--- config.mk ---
export PLATFORM = sky130hd
export DESIGN_NAME = pipe_ripple_adder_flat
export DESIGN_NICKNAME = d
export VERILOG_FILES = /design/src/rtl/pipe_ripple_adder_pkg.sv /design/src/rtl/pipe_ripple_adder_if.sv /design/src/rtl/pipe_ripple_adder_fa_chunk.sv /design/src/rtl/pipe_ripple_adder.sv /design/src/flat_wrapper.sv
export SDC_FILE = /design/constraint.sdc
export NUM_CORES = 1
export LEC_CHECK = 0
export CAP_MARGIN = 10
export CORE_MARGIN = 2
export CORE_UTILIZATION = 25
export DETAILED_ROUTE_END_ITERATION = 10
export DONT_BUFFER_PORTS = 1
export PLACE_DENSITY = 0.37
export SLEW_MARGIN = 10
export SYNTH_ARGS = -nofsm -noshare
export SYNTH_HDL_FRONTEND = slang
export SYNTH_HIERARCHICAL = 1
export SYNTH_SLANG_ARGS = --single-unit
--- constraint.sdc ---
create_clock -name clk -period 6.2 [get_ports clk]
set_clock_uncertainty 0.05 [all_clocks]
set_input_delay 1.55 -clock clk [delete_from_list [all_inputs] [get_ports clk]]
set_output_delay 1.55 -clock clk [all_outputs]
set_load 0.005 [all_outputs]
--- src/rtl/pipe_ripple_adder_pkg.sv ---
// Shared helpers for the pipelined ripple-carry adder: chunk sizing, configuration check and the
// per-stage control payload.
package pipe_adder_pkg;

    function automatic int unsigned chunk_width(input int unsigned width, input int unsigned stages);
        return (stages == 0) ? 0 : width / stages;
    endfunction

    function automatic bit cfg_ok(input int unsigned width, input int unsigned stages);
        return (stages >= 1) && (stages <= width) && ((width % stages) == 0);
    endfunction

    // Control travelling with each beat; data bits (finished sums, skewed operands) sit beside it.
    typedef struct packed {
        logic valid;
        logic carry;
    } stage_ctrl_t;

endpackage

--- src/rtl/pipe_ripple_adder_if.sv ---
// Valid/ready operand and result streams of pipe_ripple_adder.
// in_sub exists only when PIPE_ADDER_SUB_EN is defined.
interface pipe_ripple_adder_if #(
    parameter int unsigned WIDTH = 8
);
    logic             in_valid;
    logic             in_ready;
    logic [WIDTH-1:0] in_a;
    logic [WIDTH-1:0] in_b;
    logic             in_cin;
`ifdef PIPE_ADDER_SUB_EN
    logic             in_sub;
`endif
    logic             out_valid;
    logic             out_ready;
    logic [WIDTH-1:0] out_sum;
    logic             out_cout;
    logic             out_ovf;

    modport master (
`ifdef PIPE_ADDER_SUB_EN
        output in_sub,
`endif
        output in_valid, in_a, in_b, in_cin, out_ready,
        input  in_ready, out_valid, out_sum, out_cout, out_ovf
    );

    modport slave (
`ifdef PIPE_ADDER_SUB_EN
        input  in_sub,
`endif
        input  in_valid, in_a, in_b, in_cin, out_ready,
        output in_ready, out_valid, out_sum, out_cout, out_ovf
    );

endinterface

--- src/rtl/pipe_ripple_adder_fa_chunk.sv ---
// Combinational ripple of CHUNK full-adder cells.
module fa_chunk #(
    parameter int unsigned CHUNK = 4
) (
    input  logic [CHUNK-1:0] i_a,
    input  logic [CHUNK-1:0] i_b,
    input  logic             i_cin,
    output logic [CHUNK-1:0] o_sum,
    output logic             o_cout
);
    logic [CHUNK:0] w_c;

    always_comb begin
        w_c    = '0;
        o_sum  = '0;
        w_c[0] = i_cin;
        for (int i = 0; i < CHUNK; i++) begin
            o_sum[i]  = i_a[i] ^ i_b[i] ^ w_c[i];
            w_c[i+1]  = (i_a[i] & i_b[i]) | (w_c[i] & (i_a[i] ^ i_b[i]));
        end
    end

    assign o_cout = w_c[CHUNK];

endmodule

--- src/rtl/pipe_ripple_adder.sv ---
// Pipelined ripple-carry adder: WIDTH bits split into STAGES chunks, carry registered between
// stages, one global advance enable. Define PIPE_ADDER_SUB_EN to enable the in_sub (A-B) mode.
module pipe_ripple_adder
    import pipe_adder_pkg::*;
#(
    parameter int unsigned WIDTH  = 8,
    parameter int unsigned STAGES = 2
) (
    input logic                clk,
    input logic                rst,
    pipe_ripple_adder_if.slave io_bus
);
    localparam int unsigned CHUNK = chunk_width(WIDTH, STAGES);

    if (!cfg_ok(WIDTH, STAGES)) begin : g_cfg_err
        $fatal(1, "pipe_ripple_adder: WIDTH must be a multiple of STAGES, 1 <= STAGES <= WIDTH");
    end

    logic             w_adv;
    logic [WIDTH-1:0] w_b_eff;
    logic             w_cin_eff;

`ifdef PIPE_ADDER_SUB_EN
    // A - B as A + ~B + 1; inverting at entry means the sub flag needs no further stages.
    assign w_b_eff   = io_bus.in_b ^ {WIDTH{io_bus.in_sub}};
    assign w_cin_eff = io_bus.in_sub | io_bus.in_cin;
`else
    assign w_b_eff   = io_bus.in_b;
    assign w_cin_eff = io_bus.in_cin;
`endif

    for (genvar k = 0; k < STAGES; k++) begin : g_stage
        // Register layout: {b_hi, a_hi, sum_lo}; sum_lo grows by a chunk per stage.
        localparam int unsigned SumW = (k + 1) * CHUNK;
        localparam int unsigned OpW  = WIDTH - SumW;
        localparam int unsigned DW   = SumW + 2 * OpW;

        logic [CHUNK-1:0] w_a;
        logic [CHUNK-1:0] w_b;
        logic [CHUNK-1:0] w_s;
        logic             w_ci;
        logic             w_co;
        logic             w_vi;
        logic [DW-1:0]    w_d;
        stage_ctrl_t      w_ctrl;
        logic [DW-1:0]    r_d;
        stage_ctrl_t      r_ctrl;

        if (k == 0) begin : g_first
            assign w_a  = io_bus.in_a[CHUNK-1:0];
            assign w_b  = w_b_eff[CHUNK-1:0];
            assign w_ci = w_cin_eff;
            assign w_vi = io_bus.in_valid;
            if (OpW > 0) begin : g_hi
                assign w_d = {w_b_eff[WIDTH-1:CHUNK], io_bus.in_a[WIDTH-1:CHUNK], w_s};
            end else begin : g_nohi
                assign w_d = w_s;
            end
        end else begin : g_next
            localparam int unsigned PSumW = k * CHUNK;
            localparam int unsigned POpW  = WIDTH - PSumW;

            assign w_a  = g_stage[k-1].r_d[PSumW +: CHUNK];
            assign w_b  = g_stage[k-1].r_d[PSumW + POpW +: CHUNK];
            assign w_ci = g_stage[k-1].r_ctrl.carry;
            assign w_vi = g_stage[k-1].r_ctrl.valid;
            if (OpW > 0) begin : g_hi
                assign w_d = {g_stage[k-1].r_d[PSumW + POpW + CHUNK +: OpW],
                              g_stage[k-1].r_d[PSumW + CHUNK +: OpW],
                              w_s,
                              g_stage[k-1].r_d[PSumW-1:0]};
            end else begin : g_nohi
                assign w_d = {w_s, g_stage[k-1].r_d[PSumW-1:0]};
            end
        end

        fa_chunk #(
            .CHUNK (CHUNK)
        ) u_fa (
            .i_a    (w_a),
            .i_b    (w_b),
            .i_cin  (w_ci),
            .o_sum  (w_s),
            .o_cout (w_co)
        );

        assign w_ctrl = '{valid: w_vi, carry: w_co};

        always_ff @(posedge clk or posedge rst) begin
            if (rst) begin
                r_ctrl <= '0;
                r_d    <= '0;
            end else if (w_adv) begin
                r_ctrl <= w_ctrl;
                r_d    <= w_d;
            end
        end

        if (k == STAGES - 1) begin : g_last
            logic r_ovf;

            // Carry into the MSB is recovered from its cell as a ^ b ^ s.
            always_ff @(posedge clk or posedge rst) begin
                if (rst) begin
                    r_ovf <= 1'b0;
                end else if (w_adv) begin
                    r_ovf <= w_co ^ w_a[CHUNK-1] ^ w_b[CHUNK-1] ^ w_s[CHUNK-1];
                end
            end
        end
    end

    assign w_adv            = !g_stage[STAGES-1].r_ctrl.valid || io_bus.out_ready;
    assign io_bus.in_ready  = w_adv;
    assign io_bus.out_valid = g_stage[STAGES-1].r_ctrl.valid;
    assign io_bus.out_cout  = g_stage[STAGES-1].r_ctrl.carry;
    assign io_bus.out_sum   = g_stage[STAGES-1].r_d;
    assign io_bus.out_ovf   = g_stage[STAGES-1].g_last.r_ovf;

endmodule
--- src/flat_wrapper.sv ---
// flat-port wrapper written by rule: the top's interface ports become plain ports
module pipe_ripple_adder_flat import pipe_adder_pkg::*;
#(
    parameter int unsigned WIDTH  = 8,
    parameter int unsigned STAGES = 2
)
  (clk, rst, io_bus_in_valid, io_bus_in_a, io_bus_in_b, io_bus_in_cin, io_bus_out_ready, io_bus_in_ready, io_bus_out_valid, io_bus_out_sum, io_bus_out_cout, io_bus_out_ovf);
  pipe_ripple_adder_if #(.WIDTH(WIDTH)) io_bus_i ();
  input logic clk;
  input logic rst;
  input wire logic [$bits(io_bus_i.in_valid)-1:0] io_bus_in_valid;
  input wire logic [$bits(io_bus_i.in_a)-1:0] io_bus_in_a;
  input wire logic [$bits(io_bus_i.in_b)-1:0] io_bus_in_b;
  input wire logic [$bits(io_bus_i.in_cin)-1:0] io_bus_in_cin;
  input wire logic [$bits(io_bus_i.out_ready)-1:0] io_bus_out_ready;
  output wire logic [$bits(io_bus_i.in_ready)-1:0] io_bus_in_ready;
  output wire logic [$bits(io_bus_i.out_valid)-1:0] io_bus_out_valid;
  output wire logic [$bits(io_bus_i.out_sum)-1:0] io_bus_out_sum;
  output wire logic [$bits(io_bus_i.out_cout)-1:0] io_bus_out_cout;
  output wire logic [$bits(io_bus_i.out_ovf)-1:0] io_bus_out_ovf;
  assign io_bus_i.in_valid = io_bus_in_valid;
  assign io_bus_i.in_a = io_bus_in_a;
  assign io_bus_i.in_b = io_bus_in_b;
  assign io_bus_i.in_cin = io_bus_in_cin;
  assign io_bus_i.out_ready = io_bus_out_ready;
  assign io_bus_in_ready = io_bus_i.in_ready;
  assign io_bus_out_valid = io_bus_i.out_valid;
  assign io_bus_out_sum = io_bus_i.out_sum;
  assign io_bus_out_cout = io_bus_i.out_cout;
  assign io_bus_out_ovf = io_bus_i.out_ovf;
  pipe_ripple_adder #(.WIDTH(WIDTH), .STAGES(STAGES)) u_core (.clk(clk), .rst(rst), .io_bus(io_bus_i));
endmodule
# After elaboration in Yosys (flattened, before gate mapping)
# Index checks and enable logic that the tools add are counted.
# word_totals
elab_cells	52
in_bits	21
output_inout_bits	12
register_bits	25
# classes
n_reduce_logical	2
bitwise_logic	43
# op_table
op	n
XOR 1 bit	19
AND 1 bit	16
bitwise OR 1 bit	8
logical NOT 1 bit	1
logical OR 1 bit	1

# Logic depth before layout (Yosys ltp)
# depth
word_depth	12
mapped_depth	11
ltp_nobuf	11

# Modules after synthesis
# Netlist, hierarchy kept.
# by_module_without_submodules
module	seq_area_each_um2	n_inst	area_each_um2	cells_per_inst
pipe_ripple_adder	625.6	1	1041.0	59
fa_chunk	0.0	2	117.6	14

# Least setup slack after synthesis
# OpenSTA, ideal clock, no wires.
# synth_timing
path_type	input -> output
from	input port io_bus_out_ready
to	output port io_bus_in_ready
path_buffers	2
stages	3
arrival_time_ns	1.938
required_ns	4.600
setup_slack_ns	2.662
path_cell_list	nand2b_4 buf_6 buf_6
# synth_between
elab_chain_cells	1
# synth_lines
element	line_no	rtl
start, declared	flat_wrapper.sv:15	input wire logic [$bits(io_bus_i.out_ready)-1:0] io_bus_out_ready;
logical OR 1 bit	pipe_ripple_adder.sv:113	assign w_adv = !g_stage[STAGES-1].r_ctrl.valid || io_bus.out_ready;
end, declared	flat_wrapper.sv:16	output wire logic [$bits(io_bus_i.in_ready)-1:0] io_bus_in_ready;
# Every way passes these cells.

# Final worst setup path
# Same ends and word-level chain as after synthesis.

==> metrics.md <==
| Metric | Value |
|---|---|
| Initial antenna violation count | 0 |
| Post-Syn Nets | 116 |
| Measured slew at the worst slew-check pin | 958 ps |
| CTS H-Tree Depth | 1 |
| Largest net degree at the start of global routing | 28 |
| Mux cell area share after synthesis | between 20% and 30% |
| Sink Count | 25 |
| Synth warn | 6 |
| Slowest stage delay, CP | between 300 and 400 ps |
| RSZ-0062 raised after global routing | false |
| Post-CTS resize count | 0 |
| Reg2Reg Setup Slack | 3630 ps |
| Yosys reg bits | 25 |
| Gr usage total | 8.43% |
| FILL cells | 530 |
| Syn Area/Cell | approximately 15 um^2 |
| Netlist area before placement | 1280 um^2 |
| Hpwl dp | between 1000 and 1500 um |
| Largest family of logic cells by synthesized area | multiplexers |
| Clock slew at reported path FFs | 90 ps |
| Cts hold-fix bufs | 0 |
| DRT antenna net count | 0 |
| Adder-Cell Fraction of Synth Area | approximately 13% |
| Simple-Gate Fraction of Synth Area | 1.86% |
| Max-slew violations | 0 |
| CTS buffer count | 3 |
| Die area | between 5000 and 6000 um^2 |
| Synth Area in Compound Gates | less than 1% |
| Total gr overflow | 0 |
| Setup Buffers After CTS | 0 |
| Minimum clock period | between 3000 and 4000 ps |
| CTS tree | built |
| CP Buf/Inv Count | 0 |
| Die height | ~75 um |
| CTS root buf | clkbuf_8 |
| DRT Pass-1 Iters | 4 |
| Required time worst endpoint | approximately 4600 ps |
| Fmax | 0.282 GHz |
| Final Hold Viols | 0 |
| Post-Route Utilization | 27.4% |
| Max stage delay cell, worst path | nand2b_4 |
| Initial drt markers | 34 |
| Post-synthesis xor/xnor area fraction | ~2% |
| Crit path kind | in -> out |
| Sequential area share after synthesis | between 40% and 50% |
| Vias in the first global route | roughly 710 |
| Largest delay share family, worst path | simple AND/OR/NAND/NOR gates |
| Gpl congestion | 0.718 |
| P&R area growth vs syn | 7.75% |
| Num rows | 26 |
| Routed vias | between 500 and 600 |
| Cell Area, Placed | approximately 1300 um^2 |
| Crit. End Element | output port |
| Post-synth cell types | 12 |
| Syn Inst Count | slightly below 90 |
| Vias/cell | roughly 3.7 |
| Final worst-path cycle share | 57.2% |
| Clk Latency, worst-skew pair | between 200 and 300 ps |
| Antenna Cells | 0 |
| IO buf count | 0 |
| Static Leak | approximately 0.00067 uW |
| # DRC | 0 |
| Initial Utilization | approximately a quarter |
| CP startpoint kind | input pin |
| I/O pin count | 33 |
| Final instance area | approximately 1400 um^2 |
| Maximum VDD drop | between 90 and 100 uV |
| Die W | 75.5 um |
| Cell Chain, Critical Path | nand2b_4 |
| Layout cells sized above 1 | 31.8% |
| Type of the worst min-delay path | reg -> reg |
| Status | completed |
| Setup TNS | 0 ps |
| Final count of negative-setup-slack endpoints | 0 |
| Crit-path max FO | 27 |
| NumNets Final | about 120 |
| Wire length per cell after detailed routing | about 13 um |
| WL final | 2030 um |
| First-pass GRT wire length | between 3000 and 4000 um |
| Max-slew headroom | a little over a third |
| PD cells | 330 nW/um^2 |
| Longest Clk Path Bufs | 2 |
| Core area | around 5000 um^2 |
| Worst EP arrival | 1940 ps |
| Max Cap Violations | 0 |
[synth_stat cells]
master / n / area [um^2]
nor2_1: 1 / 3.75
inv_1: 21 / 78.8
nand2b_4: 1 / 13.8
dfrtp_1: 25 / 626
a21oi_1: 1 / 5.00
nand2b_1: 1 / 6.26
mux2_4: 16 / 240
buf_6: 2 / 22.5
mux2_2: 7 / 78.8
fa_1: 8 / 160
xnor2_1: 3 / 26.3
buf_8: 1 / 15.0
[cells in the final DEF, fill, tap and decap left out]
master / n
a21oi_1: 1
clkbuf_8: 3
clkinvlp_4: 1
dfrtp_1: 25
fa_1: 8
inv_1: 21
mux2_2: 7
mux2_4: 16
nand2b_1: 1
nand2b_4: 1
nor2_1: 1
xnor2_1: 3
[stage by stage]
stage	setup slack, ps	std cells	power [uW]	hold WS [ps]
2_1_floorplan	2660	87	343	380
3_3_place_gp	2640	154	362	389
3_5_place_dp	2630	154	365	398
4_1_cts	2630	158	468	419
5_1_grt	2610	158	494	441
6_report	2660	158	453	412
[cell families (layout without fill, tap and decap cells)]
kind of cell | count (synthesis) | in the layout
AND/OR/NAND/NOR | 3 | 3
adder cells (fa/ha/maj) | 8 | 8
multiplexers | 23 | 23
XOR/XNOR | 3 | 3
buffers and inverters | 24 | 25
flip-flops | 25 | 25
AO/OA/AOI/OAI | 1 | 1
[final timing paths]
path | from | to | cells past startpoint
min in group asynchronous | rst | u_core/io_bus.out_sum[3]$_DFFE_PP0P_ | 1
setup reg to reg | u_core/g_stage[0].r_d[4]$_DFFE_PP0P_ | u_core/io_bus.out_ovf$_DFFE_PP0P_ | 11
hold / removal | u_core/g_stage[1].w_vi$_DFFE_PP0P_ | u_core/io_bus.out_valid$_DFFE_PP0P_ | 1
max in group asynchronous | rst | u_core/g_stage[0].r_d[8]$_DFFE_PP0P_ | 1
setup / recovery | io_bus_out_ready | io_bus_in_ready | 1
hold reg to reg | u_core/g_stage[1].w_vi$_DFFE_PP0P_ | u_core/io_bus.out_valid$_DFFE_PP0P_ | 1
[sequential cells by signal, indices dropped and copies added (netlist names)]
register                 count
u_core/io_bus.out_valid      1
u_core/io_bus.out_cout       1
u_core/io_bus.out_ovf        1
u_core/io_bus.out_sum        8
u_core/g_stage.w_vi          1
u_core/g_stage.r_d          12
u_core/g_stage.w_ci          1
[power by group]
part	total, uW	internal, uW	switching (uW)
Combinational	117	74.0	43.4
Sequential	239	206	33.4
Clock	96.7	45.4	51.3
[cell type report]
class                   count  area (um^2)  share of cell area [%]
multi-input cells          38          534                    38.9
well taps                  70         87.6                    6.37
flip-flops and latches     25          626                    45.5
clock buffers               3         41.3                    3.00
clock inverters             1         7.51                   0.546
inverters                  21         78.8                    5.73
[per-layer routing]
| metal | vias up | part of all wire [%] | track usage [%] |
|---|---|---|---|
| met3 | 2 | 6.6 | 3.04 |
| met4 | 0 | 0.84 | 3.51 |
| met5 | - | 0 | 0 |
| met1 | 297 | 42 | 10.6 |
| li1 | 266 | - | - |
| met2 | 12 | 50 | 13.1 |
(Power assumes the default switching activity.)
